File: src/rtl/scaler_tick_requester_pkg.sv
// Shared constants for the scaler tick requester: channel indices, arbiter states
// and the lowest-pending-channel helper.
package agc_tick_pkg;

  localparam int NUM_TICK_CH = 5;

  localparam logic [2:0] CH_TIME1 = 3'd0;
  localparam logic [2:0] CH_TIME3 = 3'd1;
  localparam logic [2:0] CH_TIME4 = 3'd2;
  localparam logic [2:0] CH_TIME5 = 3'd3;
  localparam logic [2:0] CH_TIME6 = 3'd4;

  typedef enum logic [0:0] {
    ARB_IDLE = 1'b0,
    ARB_REQ  = 1'b1
  } arb_state_e;

  // Fixed priority: the lowest channel index wins.
  function automatic logic [2:0] lowest_pending(input logic [NUM_TICK_CH-1:0] p);
    lowest_pending = 3'd0;
    for (int i = NUM_TICK_CH - 1; i >= 0; i--) begin
      if (p[i]) lowest_pending = 3'(i);
    end
  endfunction

endpackage

File: src/rtl/scaler_tick_requester_if.sv
// PINC request/acknowledge handshake between the tick requester and the
// counter-increment sequencer.
interface scaler_tick_requester_if;
  logic       pinc_req;
  logic [2:0] pinc_ch;
  logic       pinc_ack;

  modport master (output pinc_req, output pinc_ch, input pinc_ack);
  modport slave  (input pinc_req, input pinc_ch, output pinc_ack);
endinterface

File: src/rtl/scaler_tick_requester_edge_chan.sv
// One tick channel: edge detector on a scaler phase, pending request bit and
// sticky overrun flag.
module tick_edge_chan #(
  parameter bit RISE = 1'b1
) (
  input  logic clk,
  input  logic rst_n,
  input  logic sig,
  input  logic arm,
  input  logic edge_en,
  input  logic ack_clr,
  input  logic ovr_clr,
  output logic pending,
  output logic ovr_flag,
  output logic ovr_event
);

  logic prev;
  logic edge_det;
  logic hit;

  assign edge_det  = arm & (RISE ? (sig & ~prev) : (~sig & prev));
  assign hit       = edge_det & edge_en;
  // An edge landing in the ack cycle re-arms the request instead of overrunning.
  assign ovr_event = hit & pending & ~ack_clr;

  always_ff @(posedge clk or negedge rst_n) begin
    if (!rst_n) begin
      prev     <= 1'b0;
      pending  <= 1'b0;
      ovr_flag <= 1'b0;
    end else begin
      prev <= sig;
      if (hit)          pending <= 1'b1;
      else if (ack_clr) pending <= 1'b0;
      if (ovr_clr)        ovr_flag <= 1'b0;
      else if (ovr_event) ovr_flag <= 1'b1;
    end
  end

endmodule

File: src/rtl/scaler_tick_requester.sv
// Turns scaler phase edges into one-at-a-time PINC requests for TIME1/3/4/5/6.
// Build option: define TICK_TIME6_EN to enable the TIME6 channel (f06b gated by t6_en).
//
// state    | meaning
// ---------+-------------------------------------------------
// ST_IDLE  | no request outstanding; picks lowest pending ch
// ST_REQ   | pinc_req high, pinc_ch held until pinc_ack
module scaler_tick_requester
  import agc_tick_pkg::*;
#(
  parameter int OVR_CNT_W = 4
) (
  input  logic                    clk,
  input  logic                    rst_n,
  input  logic                    f10a,
  input  logic                    f10b,
  input  logic                    f06b,
  input  logic                    tick_en,
  input  logic                    t6_en,
  input  logic                    ovr_clr,
  scaler_tick_requester_if.master pinc,
  output logic [NUM_TICK_CH-1:0]  ovr_flags,
  output logic [OVR_CNT_W-1:0]    ovr_count
);

  localparam logic [0:0] ST_IDLE = ARB_IDLE;
  localparam logic [0:0] ST_REQ  = ARB_REQ;
  localparam logic [OVR_CNT_W-1:0] OVR_MAX = '1;

  logic [0:0]             state;
  logic                   prime;
  logic                   req_q;
  logic [2:0]             ch_q;
  logic [NUM_TICK_CH-1:0] pending;
  logic [NUM_TICK_CH-1:0] ovr_ev;
  logic [NUM_TICK_CH-1:0] ack_clr;
  logic                   grant_ack;

  assign pinc.pinc_req = req_q;
  assign pinc.pinc_ch  = ch_q;
  assign grant_ack     = (state == ST_REQ) & pinc.pinc_ack;

  always_comb begin
    ack_clr = '0;
    for (int i = 0; i < NUM_TICK_CH; i++) begin
      ack_clr[i] = grant_ack & (ch_q == 3'(i));
    end
  end

  // First clock out of reset only loads prev, so static levels never look like edges.
  always_ff @(posedge clk or negedge rst_n) begin
    if (!rst_n) prime <= 1'b1;
    else        prime <= 1'b0;
  end

  tick_edge_chan #(.RISE(1'b1)) u_time1 (
    .clk(clk), .rst_n(rst_n), .sig(f10b), .arm(~prime), .edge_en(tick_en),
    .ack_clr(ack_clr[CH_TIME1]), .ovr_clr(ovr_clr), .pending(pending[CH_TIME1]),
    .ovr_flag(ovr_flags[CH_TIME1]), .ovr_event(ovr_ev[CH_TIME1])
  );

  tick_edge_chan #(.RISE(1'b1)) u_time3 (
    .clk(clk), .rst_n(rst_n), .sig(f10a), .arm(~prime), .edge_en(tick_en),
    .ack_clr(ack_clr[CH_TIME3]), .ovr_clr(ovr_clr), .pending(pending[CH_TIME3]),
    .ovr_flag(ovr_flags[CH_TIME3]), .ovr_event(ovr_ev[CH_TIME3])
  );

  tick_edge_chan #(.RISE(1'b0)) u_time4 (
    .clk(clk), .rst_n(rst_n), .sig(f10a), .arm(~prime), .edge_en(tick_en),
    .ack_clr(ack_clr[CH_TIME4]), .ovr_clr(ovr_clr), .pending(pending[CH_TIME4]),
    .ovr_flag(ovr_flags[CH_TIME4]), .ovr_event(ovr_ev[CH_TIME4])
  );

  tick_edge_chan #(.RISE(1'b0)) u_time5 (
    .clk(clk), .rst_n(rst_n), .sig(f10b), .arm(~prime), .edge_en(tick_en),
    .ack_clr(ack_clr[CH_TIME5]), .ovr_clr(ovr_clr), .pending(pending[CH_TIME5]),
    .ovr_flag(ovr_flags[CH_TIME5]), .ovr_event(ovr_ev[CH_TIME5])
  );

`ifdef TICK_TIME6_EN
  tick_edge_chan #(.RISE(1'b1)) u_time6 (
    .clk(clk), .rst_n(rst_n), .sig(f06b), .arm(~prime), .edge_en(tick_en & t6_en),
    .ack_clr(ack_clr[CH_TIME6]), .ovr_clr(ovr_clr), .pending(pending[CH_TIME6]),
    .ovr_flag(ovr_flags[CH_TIME6]), .ovr_event(ovr_ev[CH_TIME6])
  );
`else
  logic unused_time6;
  assign unused_time6        = t6_en ^ f06b ^ ack_clr[CH_TIME6];
  assign pending[CH_TIME6]   = 1'b0;
  assign ovr_flags[CH_TIME6] = 1'b0;
  assign ovr_ev[CH_TIME6]    = 1'b0;
`endif

  // Simultaneous overruns on several channels count as a single event.
  always_ff @(posedge clk or negedge rst_n) begin
    if (!rst_n) begin
      ovr_count <= '0;
    end else if (ovr_clr) begin
      ovr_count <= '0;
    end else if ((|ovr_ev) && (ovr_count != OVR_MAX)) begin
      ovr_count <= ovr_count + 1'b1;
    end
  end

  always_ff @(posedge clk or negedge rst_n) begin
    if (!rst_n) begin
      state <= ST_IDLE;
      req_q <= 1'b0;
      ch_q  <= CH_TIME1;
    end else begin
      case (state)
        ST_IDLE: begin
          if (|pending) begin
            ch_q  <= lowest_pending(pending);
            req_q <= 1'b1;
            state <= ST_REQ;
          end
        end
        ST_REQ: begin
          if (pinc.pinc_ack) begin
            req_q <= 1'b0;
            state <= ST_IDLE;
          end
        end
        default: begin
          req_q <= 1'b0;
          state <= ST_IDLE;
        end
      endcase
    end
  end

endmodule

File: src/flat_wrapper.sv
// flat-port wrapper written by rule: the top's interface ports become plain ports
module scaler_tick_requester_flat import agc_tick_pkg::*;
#(
  parameter int OVR_CNT_W = 4
)
  (clk, rst_n, f10a, f10b, f06b, tick_en, t6_en, ovr_clr, ovr_flags, ovr_count, pinc_pinc_req, pinc_pinc_ch, pinc_pinc_ack);
  scaler_tick_requester_if pinc_i ();
  input  logic clk;
  input  logic rst_n;
  input  logic f10a;
  input  logic f10b;
  input  logic f06b;
  input  logic tick_en;
  input  logic t6_en;
  input  logic ovr_clr;
  output logic [NUM_TICK_CH-1:0] ovr_flags;
  output logic [OVR_CNT_W-1:0] ovr_count;
  output wire logic [$bits(pinc_i.pinc_req)-1:0] pinc_pinc_req;
  output wire logic [$bits(pinc_i.pinc_ch)-1:0] pinc_pinc_ch;
  input wire logic [$bits(pinc_i.pinc_ack)-1:0] pinc_pinc_ack;
  assign pinc_pinc_req = pinc_i.pinc_req;
  assign pinc_pinc_ch = pinc_i.pinc_ch;
  assign pinc_i.pinc_ack = pinc_pinc_ack;
  scaler_tick_requester #(.OVR_CNT_W(OVR_CNT_W)) u_core (.clk(clk), .rst_n(rst_n), .f10a(f10a), .f10b(f10b), .f06b(f06b), .tick_en(tick_en), .t6_en(t6_en), .ovr_clr(ovr_clr), .pinc(pinc_i), .ovr_flags(ovr_flags), .ovr_count(ovr_count));
endmodule
File: config.mk
export PLATFORM = sky130hd
export DESIGN_NAME = scaler_tick_requester_flat
export DESIGN_NICKNAME = d
export VERILOG_FILES = /design/src/rtl/scaler_tick_requester_pkg.sv /design/src/rtl/scaler_tick_requester_if.sv /design/src/rtl/scaler_tick_requester_edge_chan.sv /design/src/rtl/scaler_tick_requester.sv /design/src/flat_wrapper.sv
export SDC_FILE = /design/constraint.sdc
export NUM_CORES = 1
export LEC_CHECK = 0
export ABC_AREA = 1
export CAP_MARGIN = 30
export CELL_PAD_IN_SITES_DETAIL_PLACEMENT = 1
export CELL_PAD_IN_SITES_GLOBAL_PLACEMENT = 1
export CORE_MARGIN = 2
export CORE_UTILIZATION = 25
export CTS_CLUSTER_DIAMETER = 80
export DETAILED_ROUTE_END_ITERATION = 10
export PLACE_DENSITY = 0.66
export SLEW_MARGIN = 20
export SYNTH_ARGS = -nofsm -noshare
export SYNTH_HDL_FRONTEND = slang
export SYNTH_SLANG_ARGS = --single-unit
File: constraint.sdc
create_clock -name clk -period 1.3 [get_ports clk]
set_input_delay 0.26 -clock clk [delete_from_list [all_inputs] [get_ports clk]]
set_output_delay 0.26 -clock clk [all_outputs]
set_load 0.005 [all_outputs]
==> results.md, run 1 <==
* Status: finished, violations left
* Failing checks: negative setup slack
* Register bit total from synthesis at 19
* Reg clk slew, reported paths at 0.08 ns
* Final Skew at 0.001792 ns
* Number of global-route vias before repair at 913
* Starting Density at 0.2622
* Max stage delay on crit path at 0.53 ns
* Number of port buffers at 17
* Area after DPL at 1242 sq um
* CTS tree: yes
* 1st-iter DRT viols at 9
* Longest Clk Path Bufs at 2
* H-tree depth at 1
* Flip-flop and latch area at 476.7 sq um
* Via Count at 888
* Setup WS pre-CTS at -0.3410 ns
* I/O pin cnt at 22
* Worst Slack Setup Final at -0.04738 ns
* Ys Warns at 0
* Worst skew pair latency at 0.25 ns
* Share of cells above drive strength 1 at 0.3875
* Maximum VDD drop at 0.5016 mV
* Fmax at 0.7422 GHz
* Leakage at 0.0008091 uW
* Cell mode on critical path: nand2_4
* Synth-to-layout area growth at 53.82%
* Vias/cell at 4.269
* Seq/Total Area, Yosys at 0.4929
* Detailed placement HPWL at 1.669 mm
* CP arrival at 1.54 ns
* Power per cell area at 1412 nW/um^2
* Max reg flops at 4
* Final core area utilization at 0.4033
* Routed Antenna Nets at 0
* RSZ-0062 raised after global routing: yes
* N_diodes at 0
* Clock period minus worst slack at 1.347 ns
* Clk root buf: clkbuf_8
* Worst path slowest cell: dfstp_2
* Multi-input logic area at 426.7 sq um
* Hold buffers post-CTS at 0
* Critical-path cell list: inv_2 > nand2_4 > nor2_4 > nand3_2 > nand2_4 > o21ai_4 > nand3_1 > nand2_1
* Drt pass-1 iters at 4
* GRT overflow at 0
* Final period util at 1.036
* Area of the mapped netlist at 967.2 sq um
* Post-synth cell types at 21
* Final estimated routing congestion in global placement at 0.7015
* Largest reg by FF count: u_core.ovr_count
* Critical path data required time at 1.50 ns
* Core area at 3689 sq um
* Crit. End Element: flip-flop
* Worst Setup Start Kind: flip-flop
* Rows at 22
* Die Span Y at 66.20 microns
* Overall routed net length at 2.593 mm
* Setup TNS at -0.1136 ns
* Total CTS buffers at 3
* Die area at 4382 sq um
* Largest net degree at the start of global routing at 20
* Final count of pins violating max slew at 0
* Crit Path Category: reg -> reg
* Die W at 66.20 microns
* Clock sinks at 19
* First-pass GRT wire length at 4.188 mm
* Nets@finish at 171
* Drt wl/cell at 12.47 microns
* Max cap viols at 0
* Crit Path Max Fanout at 6
* Overall Global Routing Usage at 0.1257
* Hold WC Path Type: in -> reg
* Design Area, Final at 1488 sq um
* Avg Inst Size Synth at 8.410 sq um
* Initial antenna violation count at 0
* Synth Instances at 115
* Fill cells at 458
* Final hold violations at 0
* Residual DRC at 0
* Final setup fails at 4
==> final cells by class <==
type | instances | area share
timing repair buffer | 45 | 0.2582
sequential | 19 | 0.3204
multi-input combinational | 69 | 0.2868
clock buffer | 3 | 0.02775
tap | 48 | 0.04037
clock inverter | 1 | 0.003364
inverter | 23 | 0.06308
==> cell families after synthesis <==
family / Yosys count / synth area share
buffers and inverters: 29 / 0.1371
DFF: 19 / 0.4929
and+or+nand+nor: 50 / 0.2548
AOI/OAI and AO/OA: 14 / 0.08927
adders and majority gates: 1 / 0.01293
other: 1 / 0.003877
xor gates and xnor gates: 1 / 0.009057
==> synth_stat cells, drive strengths merged <==
cell type | n | area (sq um)
nand2 | 24 | 105.1
inv | 22 | 82.58
dfrtp | 18 | 450.4
nand3 | 11 | 75.07
nor2 | 11 | 41.29
o21ai | 8 | 51.30
buf | 6 | 45.04
a21oi | 4 | 20.02
nand4 | 4 | 25.02
a31oi | 1 | 6.260
clkinv | 1 | 5.000
conb | 1 | 3.750
dfstp | 1 | 26.28
ha | 1 | 12.51
o41ai | 1 | 8.760
xor2 | 1 | 8.760
==> where the power goes <==
group          total (uW)  internal [uW]  switching (uW)
combinational         829            419             409
clock                 416            213             203
sequential            855            731             124
total                2100           1360             737
==> worst max-delay path: cells and delay by family, from the launching register on <==
family,cells,cell delay [ns]
compound gates,1,0.19
simple gates,6,0.53
buf+inv,1,0.04
flops,1,0.53
==> through the flow <==
| stage | cells | power, uW | hold slack, ns |
|---|---|---|---|
| 6_report | 208 | 2100 | 0.1855 |
| 2_1_floorplan | 117 | 1171 | -0.03559 |
| 5_1_grt | 208 | 2270 | 0.1856 |
| 3_3_place_gp | 187 | 1470 | 0.4757 |
| 4_1_cts | 204 | 2005 | 0.3648 |
| 3_5_place_dp | 187 | 1508 | 0.4883 |
==> layer usage <==
metal	share of wire	GRT usage	up-vias
li1	-	-	444
met1	0.43	0.1538	429
met2	0.54	0.2200	13
met3	0.024	0.02044	2
met4	0.013	0.04592	0
met5	0	0	-
==> path summary, 6_finish.rpt <==
kind | startpoint | endpoint | slack (ns) | cells after the start
worst max-delay path | u_core.prime$_DFF_PN1_ | u_core.ovr_count[0]$_DFFE_PN0P_ | -0.05 | 8
min in group asynchronous | rst_n | u_core.u_time3.pending$_DFFE_PN0P_ | 0.35 | 2
worst min-delay path | f10a | u_core.u_time3.prev$_DFF_PN0_ | 0.19 | 1
worst min register to register | u_core.pinc.pinc_req$_DFFE_PN0P_ | u_core.pinc.pinc_req$_DFFE_PN0P_ | 0.49 | 2
max in group asynchronous | rst_n | u_core.prime$_DFF_PN1_ | 0.69 | 2
worst max register to register | u_core.prime$_DFF_PN1_ | u_core.ovr_count[0]$_DFFE_PN0P_ | -0.05 | 8
==> timing repair <==
action | CTS | global route
setup endpoints to repair | 15 | 7
pin swaps | 7 | 6
gates resized for setup | 25 | 18
setup buffers | 13 | 4
==> cells in the final DEF, fill, tap and decap left out <==
master,n
nand2_2,5
dlygate4sd2_1,8
dfstp_2,1
nand3_1,6
clkinv_4,1
conb_1,3
nand3_2,5
o41ai_1,1
clkbuf_8,3
nand2_1,15
a21oi_2,1
inv_2,3
clkinv_2,1
a21oi_1,3
o21ai_0,6
dlymetal6s2s_1,3
inv_1,18
ha_2,1
nand4_1,4
nor2_1,6
nor2_4,2
buf_6,3
nand2_4,4
nor2_2,3
xor2_1,1
dfrtp_1,18
clkdlybuf4s15_1,1
inv_4,1
o21ai_1,1
clkdlybuf4s50_1,3
buf_4,27
a31oi_1,1
o21ai_4,1
Power figures use the tool's default switching activity.
==> run 2, diff against run 1 <==
- ABC_CLOCK_PERIOD_IN_PS: not set -> 1300
- CTS_CLUSTER_DIAMETER: 80 -> 60
- SKIP_CTS_REPAIR_TIMING: not set -> 1
==> results.md, run 2 (synthesis results as in run 1) <==
* N_diodes at 0 (unchanged)
* I/O pin cnt at 22 (unchanged)
* Worst Setup Start Kind: flip-flop (unchanged)
* Largest net degree at the start of global routing at 20 (unchanged)
* Tot Pwr at 1973 uW (was 2100 uW)
* GR Util met2 at 0.1725 (was 0.2200)
* Status: finished, violations left (unchanged)
* Maximum VDD drop at 0.4866 mV (was 0.5016 mV)
* Die W at 66.20 microns (unchanged)
* Vias/cell at 4.278 (was 4.269)
* Fill cells at 454 (was 458)
* Crit Path Category: reg -> reg (unchanged)
* RSZ-0062 raised after global routing: yes (unchanged)
* # placed instances at 187 (unchanged)
* Clock sinks at 19 (unchanged)
* Synth-to-layout area growth at 49.16% (was 53.82%)
* Drt pass-1 iters at 4 (unchanged)
* Die Span Y at 66.20 microns (unchanged)
* Fmax at 0.7119 GHz (was 0.7422 GHz)
* Final setup fails at 4 (unchanged)
* Core area at 3689 sq um (unchanged)
* Clk root buf: clkbuf_8 (unchanged)
* Longest Clk Path Bufs at 2 (unchanged)
* Via Count at 847 (was 888)
* Initial antenna violation count at 0 (unchanged)
* Most common cell after layout, fill and taps aside: inv_1 (was buf_4)
* Starting Density at 0.2622 (unchanged)
* Max reg flops at 4 (unchanged)
* Rows at 22 (unchanged)
* 1st-iter DRT viols at 26 (was 9)
* Crit path from: u_core.prime$_DFF_PN1_ (unchanged)
* Worst reg2reg startpoint: u_core.prime$_DFF_PN1_ (unchanged)
* Worst Slack Setup Final at -0.1046 ns (was -0.04738 ns)
* Nets@finish at 161 (was 171)
* R2R Setup Slk at -0.10 ns (was -0.05 ns)
* Hold WC Path Type: in -> reg (unchanged)
* Critical path data required time at 1.49 ns (was 1.50 ns)
* Final Skew at 0.003898 ns (was 0.001792 ns)
* GRT overflow at 0 (unchanged)
* Crit. End Element: flip-flop (unchanged)
* Detailed placement HPWL at 1.669 mm (unchanged)
* Failing checks: negative setup slack (unchanged)
* Clock period minus worst slack at 1.405 ns (was 1.347 ns)
* Final core area utilization at 0.3911 (was 0.4033)
* M3 GR Usage at 0.02044 (unchanged)
* Total CTS buffers at 3 (unchanged)
* Met1 global-route usage at 0.1338 (was 0.1538)
* Largest reg by FF count: u_core.ovr_count (unchanged)
* Power per cell area at 1368 nW/um^2 (was 1412 nW/um^2)
* CP arrival at 1.59 ns (was 1.54 ns)
* Final hold violations at 0 (unchanged)
* Crit Path Max Fanout at 7 (was 6)
* Drt wl/cell at 11.88 microns (was 12.47 microns)
* Share of cells above drive strength 1 at 0.3467 (was 0.3875)
* Reg clk slew, reported paths at 0.08 ns (about the same)
* CTS tree: yes (unchanged)
* Number of global-route vias before repair at 797 (was 913)
* Final period util at 1.080 (was 1.036)
* Die area at 4382 sq um (unchanged)
* Busiest grt layer: met2 (unchanged)
* R2R cell count at 8 (unchanged)
* Max cap viols at 0 (unchanged)
* Final count of pins violating max slew at 0 (unchanged)
* Layout Cells excl Fill at 198 (was 208)
* Worst skew pair latency at 0.25 ns (about the same)
* Most frequent cells in the layout: 19 x inv_1, 18 x buf_4, 16 x dfrtp_1 (was 27 x buf_4, 18 x inv_1, 18 x dfrtp_1)
* H-tree depth at 1 (unchanged)
* Number of port buffers at 17 (unchanged)
* Area after DPL at 1242 sq um (unchanged)
* Overall routed net length at 2.353 mm (was 2.593 mm)
* Routed Antenna Nets at 0 (unchanged)
* Final estimated routing congestion in global placement at 0.7015 (unchanged)
* Hold depth at 1 (unchanged)
* Overall Global Routing Usage at 0.1054 (was 0.1257)
* HP Start: f10a (unchanged)
* Design Area, Final at 1443 sq um (was 1488 sq um)
* Leakage at 0.0008872 uW (was 0.0008091 uW)
* First-pass GRT wire length at 3.532 mm (was 4.188 mm)
* Residual DRC at 0 (unchanged)
-- run 2: worst paths after layout --
path | to
min in group asynchronous | u_core.u_time3.pending$_DFFE_PN0P_
worst max register to register | u_core.ovr_count[0]$_DFFE_PN0P_
worst max-delay path | u_core.ovr_count[0]$_DFFE_PN0P_
worst min register to register | u_core.u_time1.ovr_flag$_DFFE_PN0P_
max in group asynchronous | u_core.prime$_DFF_PN1_
worst min-delay path | u_core.u_time3.prev$_DFF_PN0_
-- run 2: layout make-up --
class,instances,area [sq um],share of cell area
inverters,23,88.84,0.06158
clock buffers,3,41.29,0.02862
multi-input cells,69,427.9,0.2966
flip-flops and latches,19,479.2,0.3322
well taps,48,60.06,0.04163
clock inverters,1,5.005,0.003469
repair buffers,35,340.3,0.2359
-- run 2: where the power goes --
part | internal [uW] | switching [uW] | leakage [uW]
logic | 332 | 347 | 0.000625
clock network | 213 | 201 | 0.0000255
registers | 735 | 147 | 0.000236
total | 1280 | 694 | 0.000887
-- run 2: stage by stage --
step	setup WS, ns	setup TNS (ns)	hold WS [ns]
floorplan	0.1182	0	-0.03559
global placement	-0.2917	-1.639	0.4757
detailed placement	-0.3410	-1.990	0.4883
CTS	-0.1868	-1.586	0.3648
global route	-0.1469	-0.5223	0.1864
finish	-0.1046	-0.2366	0.1837
-- run 2: worst max-delay path, cell delays in order, from the launching register on --
cell	delay (ns)
dfstp_2	0.53
inv_2	0.04
nand2_4	0.13
nor2_4	0.05
nand3_2	0.09
nand2_2	0.09
o21ai_4	0.22
nand3_1	0.11
nand2_1	0.09
-- run 2: layer usage --
metal,wire (microns),up-vias
met1,968,410
met4,27,0
met3,75,2
met5,0,-
li1,-,422
met2,1281,13
